**src/rtl/calc_pkg.sv**
```systemverilog
// Shared definitions for the calculator sequencer: FSM state encoding, operator
// codes and the operand magnitude limit derived from the digit count.
package calc_pkg;

  localparam int MAX_DIGITS_DEF = 32'sd4;
  localparam int MAG_W_DEF      = 32'sd14;

  typedef enum logic [2:0] {
    S_A   = 3'd0,
    S_OP  = 3'd1,
    S_B   = 3'd2,
    S_RES = 3'd3,
    S_ERR = 3'd4
  } state_t;

  localparam logic [1:0] OP_NONE = 2'd0;
  localparam logic [1:0] OP_ADD  = 2'd1;
  localparam logic [1:0] OP_SUB  = 2'd2;
  localparam logic [1:0] OP_MUL  = 2'd3;

  // Largest magnitude representable with the given number of decimal digits.
  function automatic int unsigned max_mag(input int unsigned digits);
    int unsigned v;
    v = 32'd1;
    for (int unsigned i = 32'd0; i < digits; i++) begin
      v = v * 32'd10;
    end
    return v - 32'd1;
  endfunction

  localparam int unsigned LIMIT_DEF = max_mag(MAX_DIGITS_DEF);

endpackage

```
**src/rtl/calc_if.sv**
```systemverilog
// Keypad-side and display-side signal bundle of the calculator sequencer.
// The master side is the scanner/display environment, the slave side is calc_ctrl.
interface calc_if
  import calc_pkg::*;
#(
  parameter int MAG_W = MAG_W_DEF
);
  logic             btn_press;
  logic             is_num;
  logic             is_op;
  logic             is_eq;
  logic [3:0]       num_val;
  logic [1:0]       op_val;
  logic [MAG_W-1:0] disp_mag;
  logic             disp_neg;
  logic             disp_err;
  logic [1:0]       cur_op;
  logic [2:0]       state_o;

  modport master (
    output btn_press, is_num, is_op, is_eq, num_val, op_val,
    input  disp_mag, disp_neg, disp_err, cur_op, state_o
  );

  modport slave (
    input  btn_press, is_num, is_op, is_eq, num_val, op_val,
    output disp_mag, disp_neg, disp_err, cur_op, state_o
  );
endinterface

```
**src/rtl/calc_alu.sv**
```systemverilog
// Combinational operator unit: A (signed) op B (unsigned) with overflow check.
// Build option: CALC_MUL_EN enables the multiply operator (op code 3).
module calc_alu
  import calc_pkg::*;
#(
  parameter int          MAG_W = MAG_W_DEF,
  parameter int unsigned LIMIT = LIMIT_DEF
) (
  input  logic signed [MAG_W:0]   a,
  input  logic        [MAG_W-1:0] b,
  input  logic        [1:0]       op,
  input  logic        [1:0]       key_op,
  output logic signed [MAG_W:0]   res,
  output logic                    ovf,
  output logic                    key_op_ok
);

`ifdef CALC_MUL_EN
  localparam int W = 2 * MAG_W + 32'sd1;
`else
  localparam int W = MAG_W + 32'sd2;
`endif

  localparam logic signed [W-1:0] LIM = W'(LIMIT);

  logic signed [W-1:0] a_w;
  logic signed [W-1:0] b_w;
  logic signed [W-1:0] full;

  // Full-width arithmetic; res carries the accumulator-width slice, valid when !ovf.
  always_comb begin
    a_w  = W'(a);
    b_w  = W'({1'b0, b});
    full = a_w;
    case (op)
      OP_ADD:  full = a_w + b_w;
      OP_SUB:  full = a_w - b_w;
`ifdef CALC_MUL_EN
      OP_MUL:  full = a_w * b_w;
`endif
      default: full = a_w;
    endcase
    ovf = (full > LIM) || (full < -LIM);
    res = full[MAG_W:0];
  end

  // Operator keys this build understands; anything else is dropped by the FSM.
  always_comb begin
    key_op_ok = 1'b0;
    case (key_op)
      OP_ADD, OP_SUB: key_op_ok = 1'b1;
`ifdef CALC_MUL_EN
      OP_MUL:         key_op_ok = 1'b1;
`endif
      default:        key_op_ok = 1'b0;
    endcase
  end

endmodule

```
**src/rtl/calc_ctrl.sv**
```systemverilog
// Calculator sequencer: key edge detection, operand entry, operator chaining
// and display drive. Build option: CALC_MUL_EN (multiply, handled in calc_alu).
module calc_ctrl
  import calc_pkg::*;
#(
  parameter int MAX_DIGITS = MAX_DIGITS_DEF,
  parameter int MAG_W      = MAG_W_DEF
) (
  input  logic clk,
  input  logic rst,
  calc_if.slave bus
);

  localparam int unsigned LIMIT = max_mag(MAX_DIGITS);
  localparam int          CNT_W = $clog2(MAX_DIGITS + 32'sd1);
  localparam logic [CNT_W-1:0]        CNT_MAX = CNT_W'(MAX_DIGITS);
  localparam logic [CNT_W-1:0]        CNT_ONE = CNT_W'(1);
  localparam logic signed [MAG_W:0]   TEN_A   = (MAG_W + 1)'(10);
  localparam logic        [MAG_W-1:0] TEN_B   = MAG_W'(10);

  state_t                  state_q, state_d;
  logic signed [MAG_W:0]   a_q, a_d;
  logic        [MAG_W-1:0] b_q, b_d;
  logic        [CNT_W-1:0] a_cnt_q, a_cnt_d;
  logic        [CNT_W-1:0] b_cnt_q, b_cnt_d;
  logic        [1:0]       op_q, op_d;
  logic                    btn_press_q;
  logic        [MAG_W-1:0] disp_mag_q, disp_mag_d;
  logic                    disp_neg_q, disp_neg_d;
  logic                    disp_err_q, disp_err_d;

  logic                    key_evt, num_evt, op_evt, eq_evt;
  logic                    key_op_ok;
  logic signed [MAG_W:0]   dig_a;
  logic        [MAG_W-1:0] dig_b;
  logic signed [MAG_W:0]   alu_res;
  logic                    alu_ovf;

  calc_alu #(
    .MAG_W (MAG_W),
    .LIMIT (LIMIT)
  ) u_alu (
    .a         (a_q),
    .b         (b_q),
    .op        (op_q),
    .key_op    (bus.op_val),
    .res       (alu_res),
    .ovf       (alu_ovf),
    .key_op_ok (key_op_ok)
  );

  // One event per press; class priority num > op > eq.
  always_comb begin
    key_evt = bus.btn_press & ~btn_press_q;
    num_evt = key_evt & bus.is_num;
    op_evt  = key_evt & ~bus.is_num & bus.is_op & key_op_ok;
    eq_evt  = key_evt & ~bus.is_num & ~bus.is_op & bus.is_eq;
    dig_a   = {{(MAG_W - 3){1'b0}}, bus.num_val};
    dig_b   = {{(MAG_W - 4){1'b0}}, bus.num_val};
  end

  // Next-state and operand/operator register updates.
  always_comb begin
    state_d = state_q;
    a_d     = a_q;
    b_d     = b_q;
    a_cnt_d = a_cnt_q;
    b_cnt_d = b_cnt_q;
    op_d    = op_q;
    case (state_q)
      S_A: begin
        if (num_evt) begin
          if (a_cnt_q < CNT_MAX) begin
            a_d     = a_q * TEN_A + dig_a;
            a_cnt_d = a_cnt_q + CNT_ONE;
          end else begin
            a_d = a_q;
          end
        end else if (op_evt) begin
          op_d    = bus.op_val;
          state_d = S_OP;
        end else begin
          state_d = S_A;
        end
      end
      S_OP: begin
        if (num_evt) begin
          b_d     = dig_b;
          b_cnt_d = CNT_ONE;
          state_d = S_B;
        end else if (op_evt) begin
          op_d = bus.op_val;
        end else begin
          state_d = S_OP;
        end
      end
      S_B: begin
        if (num_evt) begin
          if (b_cnt_q < CNT_MAX) begin
            b_d     = b_q * TEN_B + dig_b;
            b_cnt_d = b_cnt_q + CNT_ONE;
          end else begin
            b_d = b_q;
          end
        end else if (op_evt || eq_evt) begin
          // An overflowing compute wipes both operands and the pending operator.
          if (alu_ovf) begin
            a_d     = '0;
            b_d     = '0;
            a_cnt_d = '0;
            b_cnt_d = '0;
            op_d    = OP_NONE;
            state_d = S_ERR;
          end else begin
            a_d     = alu_res;
            op_d    = op_evt ? bus.op_val : OP_NONE;
            state_d = op_evt ? S_OP : S_RES;
          end
        end else begin
          state_d = S_B;
        end
      end
      S_RES: begin
        if (num_evt) begin
          a_d     = dig_a;
          a_cnt_d = CNT_ONE;
          state_d = S_A;
        end else if (op_evt) begin
          op_d    = bus.op_val;
          state_d = S_OP;
        end else begin
          state_d = S_RES;
        end
      end
      S_ERR: begin
        if (num_evt) begin
          a_d     = dig_a;
          a_cnt_d = CNT_ONE;
          state_d = S_A;
        end else begin
          state_d = S_ERR;
        end
      end
      default: begin
        state_d = S_A;
        a_d     = '0;
        b_d     = '0;
        a_cnt_d = '0;
        b_cnt_d = '0;
        op_d    = OP_NONE;
      end
    endcase
  end

  // Display values are derived from next-state so the registered outputs track the FSM.
  always_comb begin
    disp_mag_d = '0;
    disp_neg_d = 1'b0;
    disp_err_d = 1'b0;
    case (state_d)
      S_B: begin
        disp_mag_d = b_d;
      end
      S_ERR: begin
        disp_err_d = 1'b1;
      end
      S_A, S_OP, S_RES: begin
        if (a_d[MAG_W]) begin
          disp_mag_d = MAG_W'(-a_d);
          disp_neg_d = 1'b1;
        end else begin
          disp_mag_d = MAG_W'(a_d);
          disp_neg_d = 1'b0;
        end
      end
      default: begin
        disp_mag_d = '0;
      end
    endcase
  end

  // State and output registers; the edge detector reloads from the key during
  // reset so a key held through reset never produces an event.
  always_ff @(posedge clk) begin
    if (rst) begin
      state_q     <= S_A;
      a_q         <= '0;
      b_q         <= '0;
      a_cnt_q     <= '0;
      b_cnt_q     <= '0;
      op_q        <= OP_NONE;
      btn_press_q <= bus.btn_press;
      disp_mag_q  <= '0;
      disp_neg_q  <= 1'b0;
      disp_err_q  <= 1'b0;
    end else begin
      state_q     <= state_d;
      a_q         <= a_d;
      b_q         <= b_d;
      a_cnt_q     <= a_cnt_d;
      b_cnt_q     <= b_cnt_d;
      op_q        <= op_d;
      btn_press_q <= bus.btn_press;
      disp_mag_q  <= disp_mag_d;
      disp_neg_q  <= disp_neg_d;
      disp_err_q  <= disp_err_d;
    end
  end

  assign bus.disp_mag = disp_mag_q;
  assign bus.disp_neg = disp_neg_q;
  assign bus.disp_err = disp_err_q;
  assign bus.cur_op   = op_q;
  assign bus.state_o  = state_q;

endmodule
```
**src/flat_wrapper.sv**
```systemverilog
// flat-port wrapper written by rule: the top's interface ports become plain ports
module calc_ctrl_flat import calc_pkg::*;
#(
  parameter int MAX_DIGITS = MAX_DIGITS_DEF,
  parameter int MAG_W      = MAG_W_DEF
)
  (clk, rst, bus_btn_press, bus_is_num, bus_is_op, bus_is_eq, bus_num_val, bus_op_val, bus_disp_mag, bus_disp_neg, bus_disp_err, bus_cur_op, bus_state_o);
  calc_if #(.MAG_W(MAG_W)) bus_i ();
  input  logic clk;
  input  logic rst;
  input wire logic [$bits(bus_i.btn_press)-1:0] bus_btn_press;
  input wire logic [$bits(bus_i.is_num)-1:0] bus_is_num;
  input wire logic [$bits(bus_i.is_op)-1:0] bus_is_op;
  input wire logic [$bits(bus_i.is_eq)-1:0] bus_is_eq;
  input wire logic [$bits(bus_i.num_val)-1:0] bus_num_val;
  input wire logic [$bits(bus_i.op_val)-1:0] bus_op_val;
  output wire logic [$bits(bus_i.disp_mag)-1:0] bus_disp_mag;
  output wire logic [$bits(bus_i.disp_neg)-1:0] bus_disp_neg;
  output wire logic [$bits(bus_i.disp_err)-1:0] bus_disp_err;
  output wire logic [$bits(bus_i.cur_op)-1:0] bus_cur_op;
  output wire logic [$bits(bus_i.state_o)-1:0] bus_state_o;
  assign bus_i.btn_press = bus_btn_press;
  assign bus_i.is_num = bus_is_num;
  assign bus_i.is_op = bus_is_op;
  assign bus_i.is_eq = bus_is_eq;
  assign bus_i.num_val = bus_num_val;
  assign bus_i.op_val = bus_op_val;
  assign bus_disp_mag = bus_i.disp_mag;
  assign bus_disp_neg = bus_i.disp_neg;
  assign bus_disp_err = bus_i.disp_err;
  assign bus_cur_op = bus_i.cur_op;
  assign bus_state_o = bus_i.state_o;
  calc_ctrl #(.MAX_DIGITS(MAX_DIGITS), .MAG_W(MAG_W)) u_core (.clk(clk), .rst(rst), .bus(bus_i));
endmodule
```
**config.mk**
```make
export PLATFORM = sky130hd
export DESIGN_NAME = calc_ctrl_flat
export DESIGN_NICKNAME = d
export VERILOG_FILES = /design/src/rtl/calc_pkg.sv /design/src/rtl/calc_if.sv /design/src/rtl/calc_alu.sv /design/src/rtl/calc_ctrl.sv /design/src/flat_wrapper.sv
export SDC_FILE = /design/constraint.sdc
export NUM_CORES = 1
export LEC_CHECK = 0
export ABC_AREA = 1
export CAP_MARGIN = 20
export CORE_MARGIN = 10
export CORE_UTILIZATION = 35
export DETAILED_ROUTE_END_ITERATION = 12
export SKIP_LAST_GASP = 1
export SLEW_MARGIN = 15
export SYNTH_ARGS = -nofsm -noshare
export SYNTH_HDL_FRONTEND = slang
export SYNTH_SLANG_ARGS = --single-unit
```
**constraint.sdc**
```tcl
create_clock -name clk -period 8.1 [get_ports clk]
set_input_delay 1.62 -clock clk [delete_from_list [all_inputs] [get_ports clk]]
set_output_delay 1.62 -clock clk [all_outputs]
set_load 0.01 [all_outputs]
```
**Word-level counts from Yosys, hierarchy flattened**

Index checks and enable logic that the tools add are counted.

- Add/sub/neg operators: 7
- Multiply operators: 2
- Magnitude comparators: 4
- Equal/unequal tests: 24
- Multiplexer cells: 47
- Bitwise gates (word level): 14
- Reduce and logical (&&, ||, !) cells: 13

Operator list:

| cell | number |
|---|---|
| $mux W15 | 6 |
| $mux W14 | 6 |
| $pmux W15 S4 | 1 |
| $mux W3 | 16 |
| $pmux W14 S3 | 1 |
| $pmux W16 S2 | 1 |
| $pmux W14 S2 | 1 |
| $add A15 B15 Y16 | 1 |
| $gt A16 B15 Y1 const B | 1 |
| $lt A16 B15 Y1 const B | 1 |
| $sub A15 B15 Y16 | 1 |
| $add A15 B5 Y15 | 1 |
| $mul A15 B4 Y14 const B | 1 |
| $pmux W3 S5 | 1 |
| $add A14 B4 Y14 | 1 |
| $mul A14 B3 Y13 const B | 1 |
| $mux W2 | 7 |
| $ne A2 B1 Y1 const B | 7 |
| $neg A14 Y14 | 1 |
| $eq A3 B2 Y1 const B | 4 |
| $pmux W3 S4 | 1 |
| $reduce_and A5 Y1 | 2 |
| $pmux W3 S3 | 1 |
| $reduce_or A3 Y1 | 3 |
| 17 further kinds | 44 |

- Flip-flop bits (word level): 57
- Input port bits: 12
- Output and inout port bits: 21
- Word-level logic and storage cells: 121

**Logic depth before layout (Yosys ltp)**

- Depth in word-level cells: 14
- Gate-level depth with buffers: 38
- Depth with buffers taken out: 37

**Hierarchy**

A second synthesis with hierarchy kept.

- Cell total of the unflattened synthesis: 1,138
- Area total of the unflattened synthesis: 6,901.6 um^2

Modules (own cells, without submodules):

| module | instances | cells each | area each (um^2) | seq. area each (um^2) |
|---|---|---|---|---|
| calc_ctrl | 1 | 803 | 5,163.7 | 1,141.1 |
| calc_alu | 1 | 335 | 1,737.9 | 0.0 |

**Worst setup path after synthesis**

No wires, ideal clock.

- Path type: input to register
- Start point: in bus_is_num
- End point: reg u_core.disp_mag_q[10] (netlist: u_core.bus.disp_mag[10])
- Library setup time: 0.071 ns
- Arrival: 3.891 ns
- Required time: 8.029 ns
- Slack: 4.138 ns
- Cell stages on the path: 20
- Buffers on the path: 0
- Cells stage by stage: nand3b_1 nor3b_1 nor2_2 inv_2 nor2_2 inv_2 nand2_1 or2_0 a221oi_1 nand2_2 inv_1 ha_1 inv_1 nor2_1 nand3_1 nand2_2 nand3_1 nand2_1 nand3_1 a21oi_1

- Word-level cells in the longest chain between the ends: 12
- Elaborated cells between the ends (all ways): 36
- Classes of those cells: 1 x add/sub; 3 x eq/ne; 22 x mux; 7 x bitwise; 3 x reduce/logical

Ends and longest elaborated chain:

| element | RTL line | text |
|---|---|---|
| start: declaration | flat_wrapper.sv:12 | `input wire logic [$bits(bus_i.is_num)-1:0] bus_is_num;` |
| parallel branches: the longest is 11 deep, another holds $neg A14 Y14 | n/a |  |
| $pmux W14 S2 * | calc_ctrl.sv:160 | `case (state_d)` |
| end signal: assignment | calc_ctrl.sv:204 | `disp_mag_q <= disp_mag_d;` |
| end: declaration | calc_ctrl.sv:28 | `logic [MAG_W-1:0] disp_mag_q, disp_mag_d;` |

Mark *: on every way between the ends.
A chain may end at the register's enable or synchronous reset.

**Worst setup path after layout**

- Start point: reg u_core.b_q[1]
- End point: reg u_core.disp_mag_q[10] (netlist: u_core.bus.disp_mag[10])

- Word-level cells in the longest chain between the ends: 11
- Elaborated cells between the ends (all ways): 29
- Classes of those cells: 4 x add/sub; 1 x mul; 2 x order compare; 3 x eq/ne; 16 x mux; 3 x reduce/logical

Ends and longest elaborated chain:

| element | RTL line | text |
|---|---|---|
| start: declaration | calc_ctrl.sv:23 | `logic [MAG_W-1:0] b_q, b_d;` |
| start signal: assignment | calc_ctrl.sv:188 | `b_q <= '0;` |
| start signal: assignment | calc_ctrl.sv:199 | `b_q <= b_d;` |
| $sub A15 B15 Y16 or $add A15 B15 Y16 (tied branches) | calc_alu.sv:37, calc_alu.sv:36 |  |
| $pmux W16 S2 | calc_alu.sv:35 | `case (op)` |
| $gt A16 B15 Y1 or $lt A16 B15 Y1 (tied branches) | calc_alu.sv:43 | `ovf = (full > LIM) \|\| (full < -LIM);` |
| $logic_or A1 B1 Y1 | calc_alu.sv:43 |  |
| $mux W15 or $mux W3 (tied branches) | calc_ctrl.sv:107 | `if (alu_ovf) begin` |
| $mux W15 or $mux W3 (tied branches) | calc_ctrl.sv:105 | `end else if (op_evt \|\| eq_evt) begin` |
| $mux W15 or $mux W3 (tied branches) | calc_ctrl.sv:98 | `if (num_evt) begin` |
| $pmux W15 S4 or $pmux W3 S5 (tied branches) | calc_ctrl.sv:70 | `case (state_q)` |
| $neg A14 Y14, or another cell as far along | calc_ctrl.sv:169 | `disp_mag_d = MAG_W'(-a_d);` |
| $mux W14 or $reduce_or A3 Y1 (tied branches) | calc_ctrl.sv:168, calc_ctrl.sv:160 |  |
| $pmux W14 S2 * | calc_ctrl.sv:160 |  |

Mark *: on every way between the ends. The rest lies on a longest branch, timed or not.

==> metrics.txt <==
status completed; Die Ht 158 um; DP HPWL 16.7 mm; crit path DAT 5.03 ns; drt first pass iters 5; max-cap violations 0; post-synthesis sequential area ratio 17.2%; hold crit path type reg -> reg; nets 1182; Skew-Pair Late Insertion Delay 0.34 ns; wirelength, routed 20.6 mm; GR Layer Usage met2 28.0%; post-CTS setup buffers 0; final hold violation count 0; most heavily used metal layer in global routing met2; CP max-delay cell dfxtp_1; VDD IR max 0.000124 V; CTS tree built; max incr delay on CP 0.41 ns; Final Cell Area 7490 um^2; pin count of the biggest net entering global routing 47; Initial Util 35.5%; routability cong. 0.930; Leak 0.00374 uW; P&R area growth vs syn 12.7%; Overflow after GRT 0; WL/cell 15.4 um; drt drc 0; CTS Buf Count 9; area of the die 24900 um^2; RSZ-0062 raised after global routing no; grt met3 use 2.52%; Synth cell types 60; initial antenna violation count 1; Clock transition at path regs 0.06 ns; Vias 6928; Post-synth EDFFs 0; Worst Path Required 8.30 ns; Setup CP Type reg -> reg; H-tree levels 3; vias in the first global route 6403; Iter 0 DRT Violations 601; Slew headroom 29.3%; Critical Path Fanout Max 13; Routed Antenna Nets 0; gr usage total 16.6%; GR Layer Usage met1 21.9%; # rows 50; commonest non-fill, non-tap cell in the layout nand2_1; Crit. End Element flop; Final Non-Filler Cells 1338; CP top delay family simple AND/OR/NAND/NOR gates; Port-buffer cells 32; number of buffers and inverters on the critical path 6; Top Ports 33; Layout Skew 0.00634 ns; placed insts 1322; first-pass GRT wire length 33.3 mm; root buf cell clkbuf_16; Mean Syn Cell Area 6.18 um^2; Num Clock Sinks 57; Max clock buf depth 2; Final Cycle Share 59.6%; Setup TNS 0 ns; Syn Inst Count 1076; core box area 18700 um^2; min cycle time layout 4.83 ns; synthesized flop and latch total 57; area of placed instances 7160 um^2; drt via density 5.18; Most used DFF post-synth dfxtp_1; Power Dens Cells 134 nW/um^2; share of layout cells above drive strength 1 9.42%; FMAX 207 MHz; crit start category flop; Final setup viols 0; Hold Worst Slack 0.471 ns; post-synth net total 1159; Synth async-reset ratio 0%; commonest cells after routing, fill and taps aside 262 x nand2_1, 167 x inv_1, 94 x nor2_1; Final Max Tran Viols 0; Inserted Diodes 0; Die X 158 um; Resized cells post-CTS 0; hold_buf cts 0; synth warn 0; Post-Syn Area 6650 um^2; Worst-Margin Slew 1.05 ns
-- worst register-to-register path, delay by kind of cell (launching register included) --
kind	cells	cell delay, ns
xor+xnor	1	0.19
flops	1	0.41
compound gates	5	0.59
simple gates	18	2.24
fa+ha+maj	3	0.75
buf+inv	6	0.53
-- sequential cells by signal, indices dropped and copies added (netlist names) --
name                 count
u_core.b_cnt_q           3
u_core.bus.disp_mag     14
u_core.a_q              15
u_core.bus.disp_err      1
u_core.bus.state_o       3
u_core.bus.disp_neg      1
u_core.bus.cur_op        2
u_core.b_q              14
u_core.a_cnt_q           3
u_core.btn_press_q       1
-- metal layers --
metal	share of wire [%]	up-vias	wire length [um]
li1	-	3536	-
met1	46	3181	9500
met2	47	192	9750
met3	5.2	19	1070
met4	1.2	0	245
met5	0	-	0
-- kinds of logic after synthesis --
family	synth area share, %
AND/OR/NAND/NOR	34.4
adder cells (fa/ha/maj)	13.9
buffers and inverters	12.1
XOR/XNOR	4.46
flip-flops	17.2
AO/OA/AOI/OAI	17.9
-- Yosys cell counts, drive strengths merged (2+ instances only) --
cell type / number / area share (%)
clkbuf: 13 / 0.73
a211oi: 3 / 0.34
o221ai: 2 / 0.36
nand3: 75 / 6.4
or2: 13 / 1.3
o21ai: 75 / 6.0
nor3: 9 / 0.75
nand2: 283 / 17
a21oi: 71 / 5.6
a221oi: 5 / 0.66
o211ai: 11 / 1.2
a21o: 3 / 0.34
nand3b: 4 / 0.64
nand4: 14 / 1.4
inv: 182 / 10
fa: 5 / 1.5
buf: 10 / 1.1
o21bai: 2 / 0.23
xor2: 24 / 3.3
xnor2: 9 / 1.2
o22ai: 9 / 0.85
a31oi: 12 / 1.1
dfxtp: 57 / 17
nor2: 107 / 6.8
a21boi: 2 / 0.28
ha: 66 / 12
-- layout make-up --
cell class	instances	area, um^2
fillers	2013	11200
multi-input cells	813	4700
flip-flops and latches	57	1140
inverters	183	687
repair buffers	35	338
well taps	234	293
clock buffers	10	239
clock inverters	6	90.1
-- through the flow --
step	setup slack (ns)	power [uW]	utilization, %
finish	3.27	1000	40.1
global route	2.84	1060	40.1
CTS	3.29	1010	40.1
detailed placement	3.00	578	38.3
global placement	3.09	577	38.3
floorplan	4.14	507	-
-- worst paths after layout --
check | startpoint | end | slack, ns | cells after the start
max | u_core.b_q[1]$_SDFF_PP0_ | u_core.bus.disp_mag[10]$_SDFF_PP0_ | 3.27 | 33
min | u_core.b_cnt_q[1]$_SDFFE_PP0P_ | u_core.b_cnt_q[1]$_SDFFE_PP0P_ | 0.47 | 2
max reg2reg | u_core.b_q[1]$_SDFF_PP0_ | u_core.bus.disp_mag[10]$_SDFF_PP0_ | 3.27 | 33
min reg2reg | u_core.b_cnt_q[1]$_SDFFE_PP0P_ | u_core.b_cnt_q[1]$_SDFFE_PP0P_ | 0.47 | 2
-- power by group --
group	switching (uW)	internal (uW)
logic	176	97.2
registers	10.1	291
clock network	151	279
No activity file was read; power rests on OpenSTA's default activity.
